===== src/rtl/sous_huit_serie.sv =====
// Bit-serial LSB-first subtractor: {bout, d} = a - b - bin, one full-subtractor bit per RUN cycle.
// Latency: start sampled at edge k, done high in the cycle after edge k+WIDTH; one op per WIDTH+2 cycles.
// Backpressure: none; start is only sampled in IDLE, requests during RUN/DONE are dropped.
module sous_huit_serie #(
    parameter int WIDTH = 8
) (
    input  logic             clk,
    input  logic             rst_n,
    input  logic             start,
    input  logic [WIDTH-1:0] a,
    input  logic [WIDTH-1:0] b,
    input  logic             bin,
    output logic [WIDTH-1:0] d,
    output logic             bout,
    output logic             busy,
    output logic             done
);

    localparam int CW = $clog2(WIDTH);

    typedef enum logic [1:0] {
        IDLE = 2'd0,
        RUN  = 2'd1,
        DONE = 2'd2
    } state_t;

    state_t           state;
    state_t           state_nxt;
    logic [CW-1:0]    cnt;
    logic [WIDTH-1:0] sa;
    logic [WIDTH-1:0] sb;
    logic [WIDTH-1:0] sacc;
    logic             br;
    logic             diff;
    logic             br_nxt;
    logic             last;

    // One full-subtractor slice operating on the LSBs of the shift registers.
    assign diff   = sa[0] ^ sb[0] ^ br;
    assign br_nxt = (~sa[0] & sb[0]) | (~(sa[0] ^ sb[0]) & br);
    assign last   = (cnt == CW'(WIDTH - 1));

    assign busy = (state == RUN);
    assign done = (state == DONE);

    always_comb begin
        state_nxt = state;
        case (state)
            IDLE:    if (start) state_nxt = RUN;
            RUN:     if (last)  state_nxt = DONE;
            DONE:    state_nxt = IDLE;
            default: state_nxt = IDLE;
        endcase
    end

    always_ff @(posedge clk) begin
        if (!rst_n) begin
            state <= IDLE;
        end else begin
            state <= state_nxt;
        end
    end

    always_ff @(posedge clk) begin
        if (!rst_n) begin
            cnt  <= '0;
            sa   <= '0;
            sb   <= '0;
            sacc <= '0;
            br   <= 1'b0;
            d    <= '0;
            bout <= 1'b0;
        end else begin
            case (state)
                IDLE: begin
                    if (start) begin
                        sa   <= a;
                        sb   <= b;
                        br   <= bin;
                        cnt  <= '0;
                        sacc <= '0;
                    end
                end
                RUN: begin
                    sa   <= sa >> 1;
                    sb   <= sb >> 1;
                    br   <= br_nxt;
                    sacc <= {diff, sacc[WIDTH-1:1]};
                    // Counter stops at WIDTH-1 so it never wraps inside an operation.
                    if (!last) begin
                        cnt <= cnt + CW'(1);
                    end else begin
                        d    <= {diff, sacc[WIDTH-1:1]};
                        bout <= br_nxt;
                    end
                end
                default: begin
                end
            endcase
        end
    end

endmodule


===== config.mk =====
export PLATFORM = sky130hd
export DESIGN_NAME = sous_huit_serie
export DESIGN_NICKNAME = d
export VERILOG_FILES = /design/src/rtl/sous_huit_serie.sv
export SDC_FILE = /design/constraint.sdc
export NUM_CORES = 1
export LEC_CHECK = 0
export CAP_MARGIN = 5
export CORE_MARGIN = 1
export CORE_UTILIZATION = 25
export DETAILED_ROUTE_END_ITERATION = 6
export GPL_TIMING_DRIVEN = 0
export PLACE_DENSITY = 0.4
export SYNTH_ARGS = -nofsm -noshare
export SYNTH_HDL_FRONTEND = slang
export SYNTH_SLANG_ARGS = --single-unit

===== constraint.sdc =====
create_clock -name clk -period 4.3 [get_ports clk]
set_input_delay 0.645 -clock clk [delete_from_list [all_inputs] [get_ports clk]]
set_output_delay 0.645 -clock clk [all_outputs]
set_load 0.05 [all_outputs]

==> reports/metrics.cfg <==
[floorplanning]
dieHeight_um=83.3
rows=29
initial_utilization_pct=26.0
core_area_um2=6350
floorplan.die_area_um2=6940
die_width_um=83.3
floorplan.io_pins=31

[global_routing]
grt_usage_pct=11.8
grt_pass1_vias=1298
grt_pass1_wl_um=6490
grt_overflow_total=0
pin_count_of_the_biggest_net_entering_global_routing=11
antenna_violations_before_repair=0

[power]
p_sw_mw=0.178
power.sequential.fraction_pct=53.2
switching_share_pct=25.0
irDropWorstVdd_mv=0.161
totalPowerFinal_mw=0.709
power_frac_comb_pct=14.7
power_density_nw_per_um2=334
clock_power_share_pct=32.1
internal_power_mw=0.532
p_leak_nw=0.770

[setup_path]
type_of_origin_of_the_critical_path=flip-flop
crit_chain=buf_2 -> nor2b_1 -> buf_4 -> buf_4 -> clkdlybuf4s50_1
path_delay_family=buffers and inverters
critical-path-slowest-cell=clkdlybuf4s50_1
crit_buf_inv=4
criticalPathCategory=flip-flop to primary output
critical_path_peak_fanout=10
required_time_of_the_critical_path_ns=3.65
critical_path_arrival_ns=2.03
critical_path_capture_point_type=primary output
worst_path_most_repeated_cell=buf_4
slowest_delay_ns=0.81

[clock_tree]
post-cts-setup-buffers=0
cts.clk_slew.worst_paths_ns=0.07
count_of_clock_tree_sinks=38
cts_hold_buffers=0
clock-root-buffer=clkbuf_8
clock_latency_ns=0.29
cts-buffers-inserted=5
max-clock-path-buffers=2
cts_resized=0
cts_tree=built
cts.htree.levels=2

[sta]
max_clock_freq_ghz=0.374
fin_hold_ws_ns=0.457
relSlewSlack_pct=66.2
worst-slew-pin-transition_ns=0.505
clock_skew_ns=0.00589
total_negative_setup_slacks_ns=0
layout_worst_path_cycle_share_pct=62.2
max_slew_violation_total_from_the_final_report=0
hold_viol=0
unrepaired_setup_endpoints_after_global_routing=false
setup_violations=0
final.min_clock_period_ns=2.68

[yosys]
synth_commonest_cells=dfxtp_1 (38), nor2_1 (25), mux2i_1 (15), nand3_1 (12)
netlist_top_cells_area=dfxtp_1 (46%), mux2i_1 (9.1%), a211oi_2 (7.6%), nor2_1 (5.7%), a22oi_1 (4.1%)
synth_top_cell_area_share_pct=46.0
synth_cell_type_count=28
synth_adder_area_share_pct=2.73
area_of_the_mapped_netlist_um2=1650
muxShareOfSynthArea_pct=9.08
top_reg_cell_synth=dfxtp_1
ys_seq_area_share_pct=46.0
synth_simple_gate_area_share_pct=14.8
synth.largest_area_cell=dfxtp_1
dominant_combinational_cell_family_by_area_after_synthesis=compound AO/OA/AOI/OAI gates
synth_xor_xnor_area_share_pct=0
postSynth.asyncResetShare_pct=0
synth_compound_area_share_pct=20.6
synth_enable_flop_cells=0
synth_seq_cells=38
synthesis.yosys.warnings=0
cells_after_synth=171
post-synth-top-count-cell=dfxtp_1
syn_nets=194
syn_area_per_cell_um2=9.67

[placement]
dp_hpwl_um=2680
gpl.final_weighted_congestion=0.705
portBuffers=30

[detailed_routing]
met3WireLength_um=160
route.layer.met1.wl_um=1850
avgViaCountPerCell=4.66
wl_met2_um=1640
wl_per_cell_um=13.1
drtPass1Iterations=4
vias=1328
detail-route-antenna-nets=0
drc=0
dr.first_iter.drc_count=59
wirelength_um=3730
dr.max_layer_used=met4

[job]
total_of_max_cap_violations=0

[outcome]
run_status=finished, final reports clean

[min_path]
hp-class=flip-flop to flip-flop

[final_layout]
insertedDiodeCount=0
nets=231
area_growth_pct=28.6
n_fill_cell=658
fraction_of_layout_instances_using_a_drive_strength_above_1_pct=14.4

==> final timing paths <==
path                                from  endpoint  slack, ns  cells after the start
worst max-delay path            state[1]      busy       1.62                      5
worst min-delay path                d[3]      d[3]       0.46                      2
worst max register to register    cnt[0]    cnt[1]       2.58                      6
worst min register to register      d[3]      d[3]       0.46                      2
==> per-stage QoR <==
step / setup WS [ns] / utilization [%] / cells / area, µm²
2_1_floorplan: 2.35 / - / 171 / 1650
3_3_place_gp: 1.93 / 32.3 / 278 / 2050
3_5_place_dp: 1.92 / 32.3 / 278 / 2050
4_1_cts: 1.60 / 33.5 / 285 / 2130
5_1_grt: 1.53 / 33.5 / 285 / 2130
6_report: 1.62 / 33.5 / 285 / 2130
==> per-layer routing <==
metal  vias to the layer above  GRT usage (%)
met4                         0           5.96
li1                        679              -
met3                         8           3.08
met1                       618           15.7
met5                         -              0
met2                        23           17.5
==> worst register-to-register path, cell delays in order, from the launching register on <==
cell      delay (ns)
dfxtp_1         0.38
ha_1            0.19
ha_1            0.14
buf_2           0.18
clkbuf_1        0.43
nand3_1         0.13
a31oi_1         0.20
==> registers in the layout (all words and copies together) (netlist names) <==
| signal | cells |
|---|---|
| sb | 8 |
| state | 2 |
| cnt | 3 |
| bout | 1 |
| sa | 8 |
| br | 1 |
| sacc | 7 |
| d | 8 |
==> layout by cell type (no fill, tap or decap), drive strengths merged, types with 2 or more instances in the layout <==
cell type,n
a211oi,14
a21oi,11
a22oi,9
a31oi,3
buf,13
clkbuf,9
clkdlybuf4s50,30
dfxtp,38
ha,2
inv,4
mux2i,15
nand2,11
nand3,12
nor2,25
nor2b,2
nor3b,2
==> final cells by class <==
cell class,count,area [µm²],area share [%]
multi-input cells,114,779,36.7
flip-flops and latches,38,761,35.8
repair buffers,30,300,14.1
plain buffers,15,97.6,4.59
well taps,77,96.3,4.53
clock buffers,7,76.3,3.59
inverters,4,15.0,0.706
==> logic make-up after synthesis <==
kind of cell | count (synthesis)
AO/OA/AOI/OAI | 41
flip-flops | 38
buffers and inverters | 19
adder cells (fa/ha/maj) | 3
multiplexers | 15
AND/OR/NAND/NOR | 55
==> power by group through the flow <==
stage                     Clock [mW]  Sequential [mW]  Combinational, mW
after floorplan                    0            0.383             0.0705
after global placement             0            0.385              0.104
after detailed placement           0            0.386              0.105
after CTS                      0.241            0.377              0.106
after global routing           0.257            0.380              0.115
final                          0.228            0.377              0.104
Note: power is estimated with default switching activity, not from simulation.
